--- config.mk ---
export PLATFORM = sky130hd
export DESIGN_NAME = gcd_stein
export DESIGN_NICKNAME = d
export VERILOG_FILES = /design/src/rtl/gcd_stein.sv
export SDC_FILE = /design/constraint.sdc
export NUM_CORES = 1
export LEC_CHECK = 0
export ABC_AREA = 1
export BUFFER_PORTS_ARGS = -buffer_cell sky130_fd_sc_hd__buf_4
export CORE_ASPECT_RATIO = 1.75
export CORE_UTILIZATION = 64
export CTS_CLUSTER_SIZE = 10
export DETAILED_ROUTE_END_ITERATION = 10
export HOLD_SLACK_MARGIN = 0.06
export PLACE_DENSITY = 0.85
export SYNTH_ARGS = -nofsm -noshare
export SYNTH_HDL_FRONTEND = slang
export SYNTH_SLANG_ARGS = --single-unit
--- constraint.sdc ---
create_clock -name clk_i -period 8.9 [get_ports clk_i]
set_input_delay 1.335 -clock clk_i [delete_from_list [all_inputs] [get_ports clk_i]]
set_output_delay 1.335 -clock clk_i [all_outputs]
set_load 0.02 [all_outputs]
--- src/rtl/gcd_stein.sv ---
// gcd_stein: binary (Stein) GCD engine with valid/ready handshakes.
// Uses only shifts and subtraction. Reports the compute cycle count of
// each result and flags coprime operand pairs.
module gcd_stein #(
    parameter int XLEN = 32,
    parameter int CNTW = 16
) (
    input  logic            clk_i,
    input  logic            rst_i,
    input  logic            in_valid_i,
    output logic            in_ready_o,
    input  logic [XLEN-1:0] a_i,
    input  logic [XLEN-1:0] b_i,
    output logic            out_valid_o,
    input  logic            out_ready_i,
    output logic [XLEN-1:0] gcd_o,
    output logic            coprime_o,
    output logic [CNTW-1:0] cycles_o
);

    // k counts common factors of two and never exceeds XLEN-1
    localparam int KW = $clog2(XLEN) + 1;
    localparam logic [XLEN-1:0] ONE = {{(XLEN-1){1'b0}}, 1'b1};

    typedef enum logic [2:0] {
        S_IDLE,
        S_STRIP,
        S_ODD_A,
        S_LOOP,
        S_DONE
    } state_t;

    state_t          r_state;
    state_t          w_state_next;
    logic [XLEN-1:0] r_a;
    logic [XLEN-1:0] r_b;
    logic [KW-1:0]   r_k;
    logic [CNTW-1:0] r_cnt;
    logic [XLEN-1:0] r_gcd;
    logic            r_coprime;
    logic [CNTW-1:0] r_cycles;

    logic            w_accept;
    logic [CNTW-1:0] w_cnt_inc;
    logic            w_a_gt_b;
    logic [XLEN-1:0] w_diff_ab;
    logic [XLEN-1:0] w_diff_ba;
    logic [XLEN-1:0] w_result;

    assign w_accept  = in_valid_i && (r_state == S_IDLE);
    // Cycle counter saturates at all-ones instead of wrapping
    assign w_cnt_inc = (&r_cnt) ? r_cnt : r_cnt + 1'b1;
    assign w_a_gt_b  = (r_a > r_b);
    assign w_diff_ab = r_a - r_b;
    assign w_diff_ba = r_b - r_a;
    // Restore the stripped common power of two
    assign w_result  = r_a << r_k;

    assign in_ready_o  = (r_state == S_IDLE);
    assign out_valid_o = (r_state == S_DONE);
    assign gcd_o       = r_gcd;
    assign coprime_o   = r_coprime;
    assign cycles_o    = r_cycles;

    // State register
    always_ff @(posedge clk_i or posedge rst_i) begin
        if (rst_i) begin
            r_state <= S_IDLE;
        end else begin
            r_state <= w_state_next;
        end
    end

    // Next-state logic
    always_comb begin
        w_state_next = r_state;
        case (r_state)
            S_IDLE: begin
                if (w_accept) begin
                    if ((a_i == '0) || (b_i == '0)) begin
                        w_state_next = S_DONE;
                    end else begin
                        w_state_next = S_STRIP;
                    end
                end
            end
            S_STRIP: begin
                if (r_a[0] || r_b[0]) begin
                    w_state_next = S_ODD_A;
                end
            end
            S_ODD_A: begin
                if (r_a[0]) begin
                    w_state_next = S_LOOP;
                end
            end
            S_LOOP: begin
                if (r_b == '0) begin
                    w_state_next = S_DONE;
                end
            end
            S_DONE: begin
                if (out_ready_i) begin
                    w_state_next = S_IDLE;
                end
            end
            default: w_state_next = S_IDLE;
        endcase
    end

    // Datapath: operand capture, Stein reduction steps and result registers
    always_ff @(posedge clk_i or posedge rst_i) begin
        if (rst_i) begin
            r_a       <= '0;
            r_b       <= '0;
            r_k       <= '0;
            r_cnt     <= '0;
            r_gcd     <= '0;
            r_coprime <= 1'b0;
            r_cycles  <= '0;
        end else begin
            case (r_state)
                S_IDLE: begin
                    if (w_accept) begin
                        r_cnt <= '0;
                        if (a_i == '0) begin
                            r_gcd     <= b_i;
                            r_coprime <= (b_i == ONE);
                            r_cycles  <= '0;
                        end else if (b_i == '0) begin
                            r_gcd     <= a_i;
                            r_coprime <= (a_i == ONE);
                            r_cycles  <= '0;
                        end else begin
                            r_a <= a_i;
                            r_b <= b_i;
                            r_k <= '0;
                        end
                    end
                end
                S_STRIP: begin
                    r_cnt <= w_cnt_inc;
                    if (!r_a[0] && !r_b[0]) begin
                        r_a <= r_a >> 1;
                        r_b <= r_b >> 1;
                        r_k <= r_k + 1'b1;
                    end
                end
                S_ODD_A: begin
                    r_cnt <= w_cnt_inc;
                    if (!r_a[0]) begin
                        r_a <= r_a >> 1;
                    end
                end
                S_LOOP: begin
                    r_cnt <= w_cnt_inc;
                    if (r_b == '0) begin
                        r_gcd     <= w_result;
                        r_coprime <= (w_result == ONE);
                        r_cycles  <= w_cnt_inc;
                    end else if (!r_b[0]) begin
                        r_b <= r_b >> 1;
                    end else if (w_a_gt_b) begin
                        r_a <= r_b;
                        r_b <= w_diff_ab;
                    end else begin
                        r_b <= w_diff_ba;
                    end
                end
                default: begin
                end
            endcase
        end
    end

endmodule

==> results of run 1 <==
==> cell type report <==
type | count | area [um^2] | area share [%]
multi-input combinational | 1731 | 9150 | 59.3
sequential | 138 | 3450 | 22.4
timing repair buffer | 137 | 1030 | 6.67
inverter | 225 | 850 | 5.51
clock buffer | 19 | 443 | 2.87
tap | 292 | 365 | 2.37
clock inverter | 13 | 144 | 0.933
==> power breakdown <==
| group | switching [W] | total [W] | internal (W) |
|---|---|---|---|
| clock network | 0.000306 | 0.000728 | 0.000421 |
| registers | 0 | 0.000627 | 0.000627 |
| logic | 0.0000540 | 0.0000860 | 0.0000320 |
==> cells in the final DEF (no fill, tap or decap), drive strengths merged, types with 11 or more instances in the layout <==
cell type  instances
nand2            569
nand3            302
inv              225
nor2             200
o21ai            189
a21oi            154
dfrtp            138
buf              137
ha                66
nor3              40
xor2              33
nand4             33
o22ai             32
o221ai            29
o211ai            24
clkbuf            19
o21bai            11
==> final timing paths <==
path / cells after the start / to
worst min register to register: 2 / gcd_o[0]
worst min-delay path: 2 / gcd_o[0]
worst max register to register: 17 / r_a[7]
max in group asynchronous: 3 / cycles_o[11]
worst max-delay path: 17 / r_a[7]
min in group asynchronous: 2 / r_k[4]
==> stage by stage <==
step | hold WS, ns | power, W | setup WS [ns] | utilization, % | cell area (um^2)
floorplan | 0.491 | 0.000674 | 3.87 | - | 14000
finish | 0.472 | 0.00144 | 4.43 | 71.8 | 15400
CTS | 0.475 | 0.00143 | 4.70 | 71.8 | 15400
global placement | 0.457 | 0.000721 | 4.58 | 69.0 | 14800
detailed placement | 0.461 | 0.000721 | 4.35 | 69.0 | 14800
global route | 0.493 | 0.00147 | 4.46 | 71.8 | 15400
==> worst max-delay path, cell delays in order (launching register included) <==
cell and delay, ns:
dfrtp_1 0.71, inv_1 0.38, ha_1 0.33, inv_1 0.09, fa_1 0.28, nand2_1 0.09
nand2_2 0.10, nand2_1 0.07, nand3_2 0.09, nand2_1 0.06, nand2_2 0.13, nand2_4 0.08
nand2_4 0.08, nand2_4 0.30, o21ai_4 0.31, nand3b_4 0.78, nand2_2 0.32, o21ai_2 0.09
==> per-layer routing <==
layer,up-vias,share of wire [%],global-route usage (%)
li1,7485,-,-
met1,7618,31,52.2
met2,1268,47,83.3
met3,406,9.8,10.3
met4,0,12,50.5
met5,-,0,0
==> cells by family (layout without fill, tap and decap cells) <==
kind of cell,Yosys count,in the layout
DFF,138,138
AOI/OAI and AO/OA,453,453
buffers and inverters,339,394
xor gates and xnor gates,43,43
adders and majority gates,68,68
and+or+nand+nor,1167,1167
==> flip-flops by register name, summed over array words and instances (netlist names) <==
signal,cells
gcd_o,32
r_k,6
r_a,32
r_cnt,16
r_state,3
r_b,32
coprime_o,1
cycles_o,16
==> out/results.ini, run 1 <==
[run_status]
status=completed

[sta]
fmax_mhz=224
final_max_slew_viol_count=0
finalCritPeriodShare_pct=50.3
rsz0062_at_grt=false
tightest_slew_ns=1.32
finalSetupTns_ns=0
setup_viol=0
finalClockSkew_ns=0.0118
hold_viol_final=0
period_minus_slack_ns=4.47
relSlewSlack_pct=11.9

[synth]
synthTopCellsByCount=nand2_1, nand3_1, inv_1
synth.cell_area_um2=14000
ys_seq_area_share_pct=24.6
synthAdderAreaFrac_pct=6.17
synth_area_leaders=dfrtp_1, nand2_1, nand3_1, ha_1, inv_1
synth_edf_count=0
synth_top_family_by_area=simple AND/OR/NAND/NOR gates
synth_top_area_cell=dfrtp_1
synth_xor_area_share_pct=2.68
yosys.area_share.simple_pct=37.1
ys_async_sr_fraction_pct=100
synth-seq-cells=138
syn_inst=2208
post-synth-top-count-cell=nand2_1
syn_nets=2344
ys.flop_type=dfrtp_1
synth_cell_types=50
muxShareOfSynthArea_pct=0
synth_compound_area_share_pct=19.1
yosys_warnings=0
synth_top_area_share_pct=24.6
synth.avg_cell_area_um2=6.36

[final_layout]
layout.nets=2386
fill_cells=1905
final_layout_size_suffix_gt1_share_pct=12.7
area_growth_syn_to_layout_pct=9.96
antenna_cells=0
fin_cells=2555

[floorplan]
rows=71
start_util_pct=65.3
die_w_um=114
io-pin-count=119
fp.coreArea_um2=21500
die-area_um2=22500
die_h_um=198

[critical_path]
timing.rr.start=r_a[0]
worstSetupPathType=flop to flop
worstSetupStartpoint=r_a[0]
crit_required_ns=9.21
regToRegSetupSlack_ns=4.43
arrival_ns=4.79
startpoint_type=flop
end_kind=flop
crit_fanout=62

[worst_hold_path]
hp-class=flop to flop
hp-start=gcd_o[0]

[routing]
drc=0
antenna_left=0
wl_per_cell_um=22.3
routed_wl_mm=57.0
vias=16777
drtPass1Iterations=7
via_per_inst=6.57
drtIter0Drc=2544

[placement]
dp.cells=2523
port-buffer-count=118
place_hpwl_mm=43.6
gp_congestion=1.10

[clock_tree]
clk_path_buf_depth=2
cts_hold_buf=0
htreeDepth=4
clock_latency_ns=0.46
cts_made_buffers=17
cts_tree=yes
post_cts_buffers=0
cts_sinks=138
clkTransAtPathRegs_ns=0.07
cts-root-buf=clkbuf_16
cts_resized=0

[run]
drv_cap=0

[global_route]
grt_pass1_wl_mm=86.0
grt.overflow.total=0
grt.total_usage_pct=50.6
grt_pass1_vias=15719
grt_antenna_before_repair=0
grt_max_degree=88

[power_and_ir_drop]
power.leakage_nw=8.01
p_per_area_nw_per_um2=93.4
peakVddDrop_v=0.000149

Note: power is estimated with default switching activity, not from simulation.
==> inputs of run 2 (changes only) <==
--- a/config.mk
+++ b/config.mk
@@ -8,11 +8,11 @@
 export ABC_AREA = 1
 export BUFFER_PORTS_ARGS = -buffer_cell sky130_fd_sc_hd__buf_4
 export CORE_ASPECT_RATIO = 1.75
-export CORE_UTILIZATION = 64
+export CORE_UTILIZATION = 56
 export CTS_CLUSTER_SIZE = 10
 export DETAILED_ROUTE_END_ITERATION = 10
 export HOLD_SLACK_MARGIN = 0.06
-export PLACE_DENSITY = 0.85
+export PLACE_DENSITY = 0.78
 export SYNTH_ARGS = -nofsm -noshare
 export SYNTH_HDL_FRONTEND = slang
 export SYNTH_SLANG_ARGS = --single-unit
==> constraint.sdc (replaced) <==
create_clock -name clk_i -period 4.05 [get_ports clk_i]
set_input_delay 0.6075 -clock clk_i [delete_from_list [all_inputs] [get_ports clk_i]]
set_output_delay 0.6075 -clock clk_i [all_outputs]
set_load 0.02 [all_outputs]
==> run 2 against run 1 <==
Clock power rose by 130%; worst setup slack worse by 3.9 ns; utilization is 8.5 points lower; critical endpoint is now r_b[13]; highest routed layer unchanged.
==> out/results.ini, run 2 (same netlist as run 1, synthesis figures left out) <==
[floorplan]
start_util_pct=57.0
rows=76
die_w_um=122
fp.coreArea_um2=24600
io-pin-count=119
die_h_um=211
die-area_um2=25700

[global_route]
grt_pass1_wl_mm=87.1
grt_max_degree=72
grt.total_usage_pct=45.1
grt.overflow.total=0
grt_pass1_vias=16010
grt_antenna_before_repair=0

[routing]
drtPass1Iterations=6
drc=0
vias=16382
antenna_left=0
drtIter0Drc=1733
routed_wl_mm=57.4
via_per_inst=6.33
wl_per_cell_um=22.2

[power_and_ir_drop]
power.leakage_nw=8.09
totalPowerFinal_w=0.00321
p_per_area_nw_per_um2=206
peakVddDrop_v=0.000322

[run_status]
status=completed

[critical_path]
arrival_ns=3.90
end_kind=flop
worstSetupStartpoint=r_a[0]
crit_required_ns=4.42
timing.rr.start=r_a[0]
worstSetupPathType=flop to flop
crit_fanout=29
startpoint_type=flop

[final_layout]
antenna_cells=0
layout.nets=2399
fin_area_um2=15600
layout_commonest_cell=nand2_1
final_layout_size_suffix_gt1_share_pct=13.2
final_util_pct=63.3
area_growth_syn_to_layout_pct=11.1
final_cell_mix=nand2_1, nand3_1, inv_1

[placement]
dpl_cell_area_um2=15000
port-buffer-count=118
gp_congestion=1.01
place_hpwl_mm=45.1

[clock_tree]
clkTransAtPathRegs_ns=0.07
cts-root-buf=clkbuf_16
post_cts_buffers=0
clk_path_buf_depth=2
cts_made_buffers=17
htreeDepth=4
cts_sinks=138
cts_tree=yes
cts_resized=0
cts_hold_buf=0
clock_latency_ns=0.47

[run]
drv_cap=0

[sta]
fin_hold_ws_ns=0.0852
period_minus_slack_ns=3.53
finalCritPeriodShare_pct=87.0
relSlewSlack_pct=30.4
fmax_mhz=284
final_max_slew_viol_count=0
setup_viol=0
hold_viol_final=0
finalSetupTns_ns=0
tightest_slew_ns=1.04
finalClockSkew_ns=0.0115
rsz0062_at_grt=false

[worst_hold_path]
hp-class=primary input to asynchronous set/reset pin

==> run 2: final timing paths <==
kind                                      to  slack, ns  cells past startpoint
max in group asynchronous             r_a[3]       2.64                      3
worst max register to register       r_b[13]       0.52                     18
worst max-delay path                 r_b[13]       0.52                     18
worst min-delay path            cycles_o[10]       0.09                      2
min in group clk_i                r_state[2]       0.41                      4
worst min register to register     gcd_o[19]       0.47                      2
==> run 2: per-stage QoR <==
step	cells	setup WS, ns
2_1_floorplan	2208	1.44
3_3_place_gp	2556	0.780
3_5_place_dp	2556	0.695
4_1_cts	2588	0.600
5_1_grt	2588	0.396
6_report	2588	0.525
==> run 2: critical path, cell delays in order (launching register included) <==
cell and delay [ns]:
dfrtp_1 0.56, inv_1 0.28, ha_1 0.23, inv_1 0.08, fa_1 0.44, nand2_1 0.11, nand2_2 0.08, nand2_1 0.08
nand3_2 0.09, nand2_1 0.10, nand2_2 0.09, nand2_4 0.10, nand2_4 0.06, nand2_4 0.21, buf_4 0.38, nand2_1 0.09
nand3_1 0.16, nand2_1 0.11, a21oi_1 0.18
==> run 2: cell type report <==
| cell class | count | area, um^2 |
|---|---|---|
| repair buffers | 150 | 1150 |
| well taps | 312 | 390 |
| clock buffers | 17 | 425 |
| inverters | 225 | 848 |
| clock inverters | 15 | 171 |
| fillers | 2354 | 9040 |
| multi-input cells | 1731 | 9150 |
| flip-flops and latches | 138 | 3450 |
==> run 2: power by group <==
group          total, W  switching [W]  internal, W
Sequential      0.00138              0      0.00138
Clock           0.00164       0.000753     0.000886
Combinational  0.000198       0.000127    0.0000710
Total           0.00321       0.000880      0.00233
==> run 2: per-layer routing <==
| metal | global-route usage (%) | part of all wire, % |
|---|---|---|
| met5 | 0 | 0 |
| met4 | 41.5 | 10 |
| met3 | 7.70 | 7.0 |
| met2 | 77.0 | 49 |
| met1 | 46.2 | 34 |
==> inputs of run 3 (changes only) <==
==> constraint.sdc (replaced) <==
create_clock -name clk_i -period 4.05 [get_ports clk_i]
set_input_delay 0.2025 -clock clk_i [delete_from_list [all_inputs] [get_ports clk_i]]
set_output_delay 0.2025 -clock clk_i [all_outputs]
set_load 0.02 [all_outputs]
==> run 3 against run 2 <==
Utilization decreased by 0.13 points; global-route usage decreased by 1.4 points; non-clock buffer count decreased by 1; maximum frequency increased by 2.7%; clock power about the same; wire length decreased by 2.4%; worst setup slack improved by 0.091 ns; cell area decreased by 0.20%; sequential share of layout area about the same; via count decreased by 0.73%; critical path type unchanged.
==> out/results.ini, run 3 (same netlist as run 1, synthesis figures left out) <==
[routing]
routed_wl_mm=56.0
drc=0
drtPass1Iterations=7
wl_per_cell_um=21.7
drtIter0Drc=1883
vias=16262
via_per_inst=6.29
antenna_left=0

[sta]
finalCritPeriodShare_pct=84.8
period_minus_slack_ns=3.43
finalSetupTns_ns=0
fmax_mhz=291
rsz0062_at_grt=false
setup_viol=0
tightest_slew_ns=1.04
finalClockSkew_ns=0.0141
relSlewSlack_pct=31.0
final_max_slew_viol_count=0
hold_viol_final=0

[floorplan]
io-pin-count=119
rows=76
die_h_um=211
die-area_um2=25700
die_w_um=122
fp.coreArea_um2=24600
start_util_pct=57.0

[final_layout]
seqCellArea_um2=3450
fin_area_um2=15600
layout_commonest_cell=nand2_1
fill_cells=2409
antenna_cells=0
area_growth_syn_to_layout_pct=10.9
final_cell_mix=nand2_1, nand3_1, inv_1
final_util_pct=63.2
multi_input_area_um2=9150
final_layout_size_suffix_gt1_share_pct=13.1
layout.nets=2398

[critical_path]
crit_required_ns=4.38
r2r_cells=18
worstSetupPathType=flop to flop
arrival_ns=3.76
crit_fanout=25
end_kind=flop
regToRegSetupSlack_ns=0.62
startpoint_type=flop

[clock_tree]
cts_tree=yes
clock_latency_ns=0.46
cts_sinks=138
htreeDepth=4
post_cts_buffers=0
clk_path_buf_depth=2
clkTransAtPathRegs_ns=0.07
cts_made_buffers=17
cts-root-buf=clkbuf_16

[placement]
gp_congestion=1.04
dpl_cell_area_um2=15000
port-buffer-count=118
place_hpwl_mm=44.0

[run_status]
status=completed

[global_route]
grt_pass1_wl_mm=84.4
grt_pass1_vias=15530
grt_max_degree=108
grt.overflow.total=0
grt.total_usage_pct=43.7
grt_antenna_before_repair=0

[worst_hold_path]
hp-class=primary input to flop
min_path_cells=3

[power_and_ir_drop]
power.leakage_nw=8.08
p_per_area_nw_per_um2=205
peakVddDrop_v=0.000221
totalPowerFinal_w=0.00319

[run]
drv_cap=0

run 3: changes by cell type in the layout (fill, tap and decap cells not counted):
cell and change:
dlygate4sd3_1 +1, inv_6 +4, clkinvlp_4 -1, buf_12 -2, inv_8 -4, clkinv_8 +1
run 3: repair_timing:
item	in CTS	in global routing
hold buffers	1	0
resized for setup	0	0
hold endpoints to repair	71	0
endpoints found under the setup margin	0	0
run 3: layout make-up:
cell class | instances | area share (%)
clock buffer | 17 | 2.73
multi-input combinational | 1731 | 58.8
sequential | 138 | 22.2
inverter | 225 | 5.46
clock inverter | 15 | 1.09
timing repair buffer | 149 | 7.21
tap | 312 | 2.51
run 3: power by group:
group          switching (W)  total, W  internal, W  leakage, nW
Sequential                 0   0.00138      0.00138         1.81
Clock               0.000734   0.00161     0.000881        0.291
Combinational       0.000126  0.000198    0.0000716         5.97
Total               0.000860   0.00319      0.00233         8.08
run 3: per-stage QoR:
stage | setup WS, ns | hold WS, ns | std cells
after floorplan | 0.151 | 0.376 | 2208
after global placement | 0.836 | 0.457 | 2554
after detailed placement | 0.731 | 0.462 | 2554
after CTS | 0.714 | 0.104 | 2587
after global routing | 0.511 | 0.123 | 2587
final | 0.616 | 0.106 | 2587
run 3: worst paths after layout:
path,from,endpoint
setup reg to reg,r_a[0],r_a[7]
max in group asynchronous,rst_i,gcd_o[18]
setup / recovery,r_a[0],r_a[7]
min in group asynchronous,rst_i,cycles_o[12]
hold / removal,a_i[27],r_a[27]
hold reg to reg,gcd_o[17],gcd_o[17]
run 3: worst max-delay path: stages, from the launching register on:
cell and delay, ns:
dfrtp_1 0.61, inv_1 0.23, ha_1 0.29, inv_1 0.10, fa_1 0.26, nand2_1 0.09
nand2_2 0.10, nand2_1 0.07, nand3_2 0.09, nand2_1 0.07, nand2_2 0.11, nand2_4 0.07
nand2_4 0.08, nand2_4 0.06, o21ai_4 0.15, nand3b_4 0.35, buf_4 0.41, nand2_2 0.10
o21ai_2 0.05
run 3: layer usage:
metal | wire length (um) | track usage, % | vias up | part of all wire [%]
li1 | - | - | 7508 | -
met1 | 19400 | 46.5 | 7485 | 35
met2 | 26600 | 72.9 | 985 | 47
met3 | 4190 | 7.14 | 284 | 7.5
met4 | 5900 | 40.1 | 0 | 11
met5 | 0 | 0 | - | 0
